--- src/rtl/bmc_soft.sv ---
// ---------------------------------------------------------------------------
// bmc_soft: soft-decision branch-metric calculator for a rate-1/2 decoder.
//
// Each received pair is scored against the four possible codewords {x,y}.
// The score is the sum of two per-symbol distances. Symbols are unsigned soft
// values: 0 is a confident 0 and 2^SW-1 is a confident 1. An erased
// (punctured) symbol adds nothing to the score. The block is a two-stage
// valid/ready pipeline with one result per cycle.
//
// Parameters
//   SW    soft bits per symbol (1..8)
//   HARD  1 = use only the symbol MSB, which gives a Hamming metric
//
// Ports
//   clk, rst_n             clock, asynchronous active-low reset
//   in_valid / in_ready    input handshake
//   rx_pair [2*SW-1:0]     {symbol 1, symbol 0}
//   erase   [1:0]          bit i set = symbol i erased
//   out_valid / out_ready  output handshake
//   bm_00..bm_11 [SW:0]    metric against codeword {sym1,sym0} = xy
//   bm_min_idx [1:0]       xy of the smallest metric (ties go to the lowest xy)
// ---------------------------------------------------------------------------
module bmc_soft #(
   parameter int SW   = 3,
   parameter bit HARD = 1'b0
) (
   input  logic            clk,
   input  logic            rst_n,
   input  logic            in_valid,
   output logic            in_ready,
   input  logic [2*SW-1:0] rx_pair,
   input  logic [1:0]      erase,
   output logic            out_valid,
   input  logic            out_ready,
   output logic [SW:0]     bm_00,
   output logic [SW:0]     bm_01,
   output logic [SW:0]     bm_10,
   output logic [SW:0]     bm_11,
   output logic [1:0]      bm_min_idx
);

   localparam int MW = SW + 1;
   localparam logic [SW-1:0] SMAX = {SW{1'b1}};

   // Stage 0 (combinational): distance of each symbol to bit 0 and to bit 1
   logic [1:0][SW-1:0] dist0_comb;
   logic [1:0][SW-1:0] dist1_comb;

   genvar gi;
   generate
      for (gi = 0; gi < 2; gi++) begin : g_sym
         logic [SW-1:0] sym;
         logic [SW-1:0] sym_eff;
         assign sym = rx_pair[gi*SW +: SW];
         if (HARD) begin : g_hard
            assign sym_eff = {SW{sym[SW-1]}};
         end else begin : g_soft
            assign sym_eff = sym;
         end
         assign dist0_comb[gi] = sym_eff;
         assign dist1_comb[gi] = SMAX - sym_eff;
      end
   endgenerate

   // Stage 1 registers: raw distances and erase flags. Erasure masking
   // happens in the stage-2 adders.
   logic               s1_valid_reg;
   logic [1:0][SW-1:0] dist0_reg;
   logic [1:0][SW-1:0] dist1_reg;
   logic [1:0]         erase_reg;

   // Stage 2 (combinational): four sums, then the index of the minimum
   logic [3:0][MW-1:0] sum_comb;

   generate
      for (gi = 0; gi < 4; gi++) begin : g_sum
         // gi = {x,y}: x is the expected bit of symbol 1, y that of symbol 0
         logic [SW-1:0] d_sym1;
         logic [SW-1:0] d_sym0;
         if (gi[1]) begin : g_x1
            assign d_sym1 = erase_reg[1] ? '0 : dist1_reg[1];
         end else begin : g_x0
            assign d_sym1 = erase_reg[1] ? '0 : dist0_reg[1];
         end
         if (gi[0]) begin : g_y1
            assign d_sym0 = erase_reg[0] ? '0 : dist1_reg[0];
         end else begin : g_y0
            assign d_sym0 = erase_reg[0] ? '0 : dist0_reg[0];
         end
         assign sum_comb[gi] = {1'b0, d_sym1} + {1'b0, d_sym0};
      end
   endgenerate

   logic [1:0]    min_idx_comb;
   logic [MW-1:0] min_val_comb;

   // Strict less-than while scanning upward keeps the lowest index on ties
   always_comb begin
      min_idx_comb = 2'd0;
      min_val_comb = sum_comb[0];
      for (int i = 1; i < 4; i++) begin
         if (sum_comb[i] < min_val_comb) begin
            min_val_comb = sum_comb[i];
            min_idx_comb = 2'(i);
         end
      end
   end

   // Handshake control
   logic               s2_valid_reg;
   logic [3:0][MW-1:0] bm_reg;
   logic [1:0]         min_idx_reg;
   logic               s1_load;
   logic               s2_load;

   assign s2_load  = s1_valid_reg && (!s2_valid_reg || out_ready);
   // Stage 1 can take a new pair when it is empty or is draining this cycle
   assign in_ready = !s1_valid_reg || !s2_valid_reg || out_ready;
   assign s1_load  = in_valid && in_ready;

   always_ff @(posedge clk or negedge rst_n) begin
      if (!rst_n) begin
         s1_valid_reg <= 1'b0;
         dist0_reg    <= '0;
         dist1_reg    <= '0;
         erase_reg    <= '0;
         s2_valid_reg <= 1'b0;
         bm_reg       <= '0;
         min_idx_reg  <= '0;
      end else begin
         if (s1_load) begin
            s1_valid_reg <= 1'b1;
            dist0_reg    <= dist0_comb;
            dist1_reg    <= dist1_comb;
            erase_reg    <= erase;
         end else if (s2_load) begin
            s1_valid_reg <= 1'b0;
         end

         if (s2_load) begin
            s2_valid_reg <= 1'b1;
            bm_reg       <= sum_comb;
            min_idx_reg  <= min_idx_comb;
         end else if (out_ready) begin
            s2_valid_reg <= 1'b0;
         end
      end
   end

   assign out_valid  = s2_valid_reg;
   assign bm_00      = bm_reg[0];
   assign bm_01      = bm_reg[1];
   assign bm_10      = bm_reg[2];
   assign bm_11      = bm_reg[3];
   assign bm_min_idx = min_idx_reg;

endmodule

--- config.mk ---
export PLATFORM = sky130hd
export DESIGN_NAME = bmc_soft
export DESIGN_NICKNAME = d
export VERILOG_FILES = /design/src/rtl/bmc_soft.sv
export SDC_FILE = /design/constraint.sdc
export NUM_CORES = 1
export LEC_CHECK = 0
export ABC_AREA = 1
export ABC_CLOCK_PERIOD_IN_PS = 4200
export CORE_MARGIN = 1
export CORE_UTILIZATION = 25
export CTS_CLUSTER_SIZE = 30
export DETAILED_ROUTE_END_ITERATION = 10
export PLACE_DENSITY = 0.4
export SYNTH_ARGS = -nofsm -noshare
export SYNTH_HDL_FRONTEND = slang
export SYNTH_SLANG_ARGS = --single-unit
--- constraint.sdc ---
create_clock -name clk -period 4.2 [get_ports clk]
set_clock_uncertainty 0.05 [all_clocks]
set_input_delay 0.63 -clock clk [delete_from_list [all_inputs] [get_ports clk]]
set_output_delay 0.63 -clock clk [all_outputs]
set_load 0.02 [all_outputs]
==> results of run 1 <==
-- worst max path at each step --
stage                       startpoint       endpoint
after floorplan           erase_reg[1]  bm_min_idx[1]
after global placement    erase_reg[1]  bm_min_idx[1]
after detailed placement  erase_reg[1]  bm_min_idx[1]
after CTS                 erase_reg[1]  bm_min_idx[1]
after global routing      erase_reg[1]  bm_min_idx[0]
final                     erase_reg[1]  bm_min_idx[1]
-- synthesized netlist by cell type, types with 3 or more instances --
library cell / instances / area (um^2)
sky130_fd_sc_hd__a21oi_1: 5 / 25.0
sky130_fd_sc_hd__clkbuf_1: 4 / 15.0
sky130_fd_sc_hd__dfrtp_1: 34 / 851
sky130_fd_sc_hd__ha_1: 22 / 275
sky130_fd_sc_hd__inv_1: 37 / 139
sky130_fd_sc_hd__inv_2: 8 / 30.0
sky130_fd_sc_hd__nand2_1: 65 / 244
sky130_fd_sc_hd__nand2_2: 4 / 25.0
sky130_fd_sc_hd__nor2_1: 30 / 113
sky130_fd_sc_hd__nor2_2: 3 / 18.8
sky130_fd_sc_hd__o21ai_0: 8 / 40.0
sky130_fd_sc_hd__o21ai_1: 8 / 40.0
sky130_fd_sc_hd__o21bai_1: 7 / 52.6
-- critical path, delay by kind of cell, from the launching register on --
kind / cells / cell delay [ps]
AO/OA/AOI/OAI: 2 / 160
XOR/XNOR: 1 / 240
adder cells (fa/ha/maj): 4 / 1000
buffers and inverters: 3 / 180
flip-flops: 1 / 470
AND/OR/NAND/NOR: 18 / 1520
-- area by class of cell --
class | instances | area share (%)
Timing Repair Buffer | 34 | 12.8
Tap cell | 102 | 4.92
Inverter | 46 | 6.94
Clock inverter | 1 | 0.193
Sequential cell | 34 | 32.8
Multi-Input combinational cell | 173 | 39.0
Clock buffer | 7 | 3.33
-- metal layers --
metal	track usage (%)	share of wire [%]
met1	14.7	49
met2	21.6	47
met3	2.71	3.2
met4	3.85	1.4
met5	0	0
-- stage by stage --
step                      instances  hold slack, ps
final                           397             425
after global routing            397             463
after CTS                       397             425
after detailed placement        389             407
after global placement          389             414
after floorplan                 257             284
-- power by group --
part / switching (mW) / internal, mW / leakage, nW
logic: 0.500 / 0.350 / 0.895
registers: 0.0376 / 0.402 / 0.409
clock network: 0.124 / 0.132 / 0.0482
-- logic make-up (layout without fill, tap and decap cells) --
kind of cell	count (synthesis)	count (layout)
flops	34	34
xor+xnor	5	5
compound gates	36	36
simple gates	110	110
fa+ha+maj	22	22
buf+inv	50	88
==> out/summary.md, run 1 <==
Synthesis
- **Mapped Area** 2060 um^2
- **basic-gate share of the synthesized area counting and, or, nand and nor cells** 22.6%
- **number of synthesized register bits** 34
- **most frequently used flop master after synthesis** sky130_fd_sc_hd__dfrtp_1
- **warning count from the yosys run** 0
- **mean instance size in the synthesized netlist** 8.01 um^2
- **fraction of synthesized area in multiplexers** 0%
- **Netlist cell types** 27
- **sequential share of the synthesized area** 41.3%
- **gate count after technology mapping** 257
- **combinational family with the most area after synthesis** simple AND/OR/NAND/NOR gates
- **Net Count, Synth** 291
- **number of synthesized flops with an enable pin** 0
- **FFs w/ async S/R, synth** 100%
- **post-synthesis compound-gate area fraction** 10.8%
- **adder and majority cell fraction of the synthesized area** 13.4%
- **xor/xnor cell area share of the yosys netlist** 2.49%

Place
- **Setup WS pre-CTS** 426 ps
- **number of port buffers** 31
- **DP Wirelength** 3.61 mm
- **routability-driven placement congestion ratio** 0.749
- **area after detailed placement** 2500 um^2

Power
- **final total power** 1.55 mW
- **power density over cell area** 596 nW/um^2
- **worst vdd rail ir drop** 0.190 mV
- **leakage power figure** 1.35 nW

Hold path
- **startpoint of the most critical hold path** s1_valid_reg
- **Hold Path Sink** out_valid
- **Hold Crit Class** flip-flop to flip-flop
- **number of cells on the worst hold path** 2

Timing
- **normalized max-slew margin** 61.1%
- **least setup slack across all paths after layout** 449 ps
- **Final Cycle Share** 89.3%
- **f_max** 0.267 GHz
- **number of slew-limit violations in the final report** 0
- **setup repair after global routing missed its margin** false
- **Worst Tran Pin Value** 578 ps
- **time the worst path needs with I/O delays and setup** 3750 ps
- **post-route setup TNS** 0 ps
- **endpoints failing setup** 0
- **number of endpoints with negative hold slack in the final report** 0

Detailed routing
- **drt via density** 4.08
- **DR DRC count** 0
- **drt total wl** 4.59 mm
- **count of vias placed by the detailed router** 1,619
- **routed wirelength normalized by instance count** 11.6 um
- **detailed router's first-iteration violation count** 54
- **drt first pass iters** 4
- **post-route ant nets** 0

CTS
- **TritonCTS clock tree** yes
- **clock latency of the later-clocked register in the worst-skew pair** 290 ps
- **count of buffers added by post-CTS timing repair for setup** 0
- **TritonCTS Buffers** 5
- **clock sink total** 34
- **clock-pin slew of the registers on the worst-case setup and hold paths** 80 ps
- **Resized Gates After CTS** 0
- **CTS max path bufs** 2
- **Post-CTS Hold Buffers** 0
- **CTS Root Buffer Type** sky130_fd_sc_hd__clkbuf_8
- **number of H-tree branching levels** 2

Flow run
- **total of max-cap violations** 0

Die
- **full die area** 8600 um^2
- **floorplan row count** 32
- **Core Region** 7850 um^2
- **initial core utilization** 26.2%
- **Die Span Y** 92.8 um
- **DIE WIDTH** 92.8 um
- **top-level I/O count** 32

Global route
- **number of antenna violations at the first check in global routing** 0
- **first-pass GRT wire length** 8.11 mm
- **Remaining Overflow, GRT** 0
- **GRT Resource Usage Total** 12.2%
- **pin count of the biggest net entering global routing** 35
- **number of global-route vias before repair** 1,736

Final layout
- **area of the multi-input gates** 1010 um^2
- **total number of nets in the final design** 328
- **fraction of layout instances using a drive strength above 1** 11.9%
- **commonest non-fill, non-tap cell in the layout** sky130_fd_sc_hd__nand2_1
- **number of filler cells placed in the layout** 866
- **antenna cell count** 0
- **Non-Filler Cell Area, Final** 2600 um^2
- **core utilization of the finished layout** 33.1%
- **post-synthesis to final-layout area growth** 26.1%
- **register area** 851 um^2
- **highest-count cells in the layout ignoring fill and taps** sky130_fd_sc_hd__nand2_1, sky130_fd_sc_hd__inv_1, sky130_fd_sc_hd__dfrtp_1, sky130_fd_sc_hd__clkdlybuf4s50_1, sky130_fd_sc_hd__nor2_1

Setup path
- **R2R Path End** bm_min_idx[1]
- **beginning of the worst register-to-register path** erase_reg[1]
- **data arrival time of the critical path** 3870 ps
- **category of the critical setup timing path** flip-flop to flip-flop
- **crit-path most repeated cell** sky130_fd_sc_hd__nand2_1
- **required time of the worst setup path** 4320 ps
- **kind of launch point of the worst setup path** flip-flop
- **kind of end point of the critical path** flip-flop
- **Max stage delay on crit path** 470 ps
- **largest fanout on the critical path** 7
- **R2R cell count** 28
- **Slowest cell on crit path** sky130_fd_sc_hd__dfrtp_1
- **register-to-register setup slack** 450 ps

Status
- **outcome** finished clean

Note: power is estimated with default switching activity, not from simulation.
==> inputs of run 2 (changes only) <==
--- a/config.mk
+++ b/config.mk
@@ -7,10 +7,10 @@
 export LEC_CHECK = 0
 export ABC_AREA = 1
 export ABC_CLOCK_PERIOD_IN_PS = 4200
-export CORE_MARGIN = 1
 export CORE_UTILIZATION = 25
 export CTS_CLUSTER_SIZE = 30
 export DETAILED_ROUTE_END_ITERATION = 10
+export GPL_ROUTABILITY_DRIVEN = 1
 export PLACE_DENSITY = 0.4
 export SYNTH_ARGS = -nofsm -noshare
 export SYNTH_HDL_FRONTEND = slang
==> results of run 2 <==
No change in the layout: final DEF, timing and power equal those of run 1.
==> inputs of run 3 (changes only) <==
--- a/config.mk
+++ b/config.mk
@@ -7,11 +7,12 @@
 export LEC_CHECK = 0
 export ABC_AREA = 1
 export ABC_CLOCK_PERIOD_IN_PS = 4200
+export CORE_ASPECT_RATIO = 0.8
 export CORE_UTILIZATION = 25
 export CTS_CLUSTER_SIZE = 30
 export DETAILED_ROUTE_END_ITERATION = 10
 export GPL_ROUTABILITY_DRIVEN = 1
-export PLACE_DENSITY = 0.4
+export PLACE_DENSITY = 0.53
 export SYNTH_ARGS = -nofsm -noshare
 export SYNTH_HDL_FRONTEND = slang
 export SYNTH_SLANG_ARGS = --single-unit
==> out/summary.md, run 3 (synthesis gave the netlist of run 1 again) <==
Status
- **outcome** finished clean

Detailed routing
- **post-route ant nets** 0
- **drt total wl** 4.42 mm
- **drt via density** 4.03
- **detailed router's first-iteration violation count** 52
- **drt first pass iters** 4
- **count of vias placed by the detailed router** 1,624
- **DR DRC count** 0
- **routed wirelength normalized by instance count** 11.0 um

Setup path
- **crit-path most repeated cell** sky130_fd_sc_hd__nand2_1
- **data arrival time of the critical path** 3870 ps
- **kind of launch point of the worst setup path** flip-flop
- **required time of the worst setup path** 4320 ps
- **Slowest cell on crit path** sky130_fd_sc_hd__dfrtp_1
- **Max stage delay on crit path** 480 ps
- **kind of end point of the critical path** flip-flop
- **largest fanout on the critical path** 7
- **category of the critical setup timing path** flip-flop to flip-flop
- **register-to-register setup slack** 440 ps

Global route
- **GRT Resource Usage Total** 11.8%
- **first-pass GRT wire length** 7.90 mm
- **number of antenna violations at the first check in global routing** 0
- **number of global-route vias before repair** 1,671
- **Remaining Overflow, GRT** 0
- **pin count of the biggest net entering global routing** 35

Final layout
- **fraction of layout instances using a drive strength above 1** 12.2%
- **total number of nets in the final design** 328
- **number of filler cells placed in the layout** 848
- **antenna cell count** 0
- **commonest non-fill, non-tap cell in the layout** sky130_fd_sc_hd__nand2_1
- **highest-count cells in the layout ignoring fill and taps** sky130_fd_sc_hd__nand2_1, sky130_fd_sc_hd__inv_1, sky130_fd_sc_hd__dfrtp_1, sky130_fd_sc_hd__clkdlybuf4s50_1, sky130_fd_sc_hd__nor2_1
- **post-synthesis to final-layout area growth** 27.3%

CTS
- **CTS Root Buffer Type** sky130_fd_sc_hd__clkbuf_8
- **clock sink total** 34
- **count of buffers added by post-CTS timing repair for setup** 0
- **Resized Gates After CTS** 0
- **TritonCTS Buffers** 5
- **TritonCTS clock tree** yes
- **Post-CTS Hold Buffers** 0
- **clock latency of the later-clocked register in the worst-skew pair** 280 ps
- **clock-pin slew of the registers on the worst-case setup and hold paths** 70 ps
- **CTS max path bufs** 2
- **number of H-tree branching levels** 2

Flow run
- **total of max-cap violations** 0

Die
- **floorplan row count** 29
- **Core Region** 7950 um^2
- **DIE WIDTH** 103 um
- **Die Span Y** 83.2 um
- **full die area** 8610 um^2
- **initial core utilization** 25.9%
- **top-level I/O count** 32

Place
- **routability-driven placement congestion ratio** 0.791
- **Setup WS pre-CTS** 477 ps
- **DP Wirelength** 3.46 mm
- **number of port buffers** 31

Timing
- **Final Cycle Share** 89.4%
- **f_max** 0.266 GHz
- **number of slew-limit violations in the final report** 0
- **endpoints failing setup** 0
- **Worst Tran Pin Value** 566 ps
- **setup repair after global routing missed its margin** false
- **normalized max-slew margin** 61.9%
- **time the worst path needs with I/O delays and setup** 3760 ps
- **least setup slack across all paths after layout** 444 ps
- **post-route setup TNS** 0 ps
- **number of endpoints with negative hold slack in the final report** 0

Power
- **final total power** 1.58 mW
- **leakage power figure** 1.36 nW
- **worst vdd rail ir drop** 0.199 mV
- **power density over cell area** 602 nW/um^2

Hold path
- **Hold Crit Class** flip-flop to flip-flop

-- run 3: final cells by class --
type                            instances  area, um^2  area share (%)
Clock buffer                            8         110            4.20
Inverter                               46         180            6.87
Multi-Input combinational cell        173        1010            38.6
Sequential cell                        34         851            32.4
Tap cell                              108         135            5.15
Timing Repair Buffer                   34         333            12.7
-- run 3: per-layer routing --
| layer | global-route usage, % | up-vias | part of all wire, % |
|---|---|---|---|
| met2 | 16.9 | 30 | 41 |
| met5 | 0 | - | 0 |
| met1 | 17.3 | 726 | 54 |
| li1 | - | 866 | - |
| met3 | 3.87 | 2 | 5.2 |
| met4 | 1.92 | 0 | 0.41 |
-- run 3: power breakdown --
group	internal, mW	switching, mW	total, mW
registers	0.402	0.0402	0.443
clock network	0.166	0.117	0.283
logic	0.350	0.505	0.855
-- run 3: worst max-delay path, delay by kind of cell (launching register included) --
| kind | cells | cell delay (ps) |
|---|---|---|
| AND/OR/NAND/NOR | 18 | 1530 |
| adder cells (fa/ha/maj) | 4 | 990 |
| AO/OA/AOI/OAI | 2 | 170 |
| buffers and inverters | 3 | 170 |
| XOR/XNOR | 1 | 240 |
| flip-flops | 1 | 480 |
-- run 3: stage by stage --
stage / utilization (%) / instance area [um^2] / hold slack [ps] / cells
CTS: 33.0 / 2620 / 428 / 403
floorplan: - / 2060 / 284 / 257
global placement: 31.6 / 2510 / 408 / 395
global route: 33.0 / 2620 / 462 / 403
finish: 33.0 / 2620 / 427 / 403
detailed placement: 31.6 / 2510 / 412 / 395
-- run 3: path summary, 6_finish.rpt --
path,startpoint,end,cells past startpoint
setup / recovery,erase_reg[1],bm_min_idx[1],28
hold / removal,s1_valid_reg,out_valid,2
setup reg to reg,erase_reg[1],bm_min_idx[1],28
hold reg to reg,s1_valid_reg,out_valid,2
max in group asynchronous,rst_n,bm_01[2],2
min in group asynchronous,rst_n,bm_00[1],2
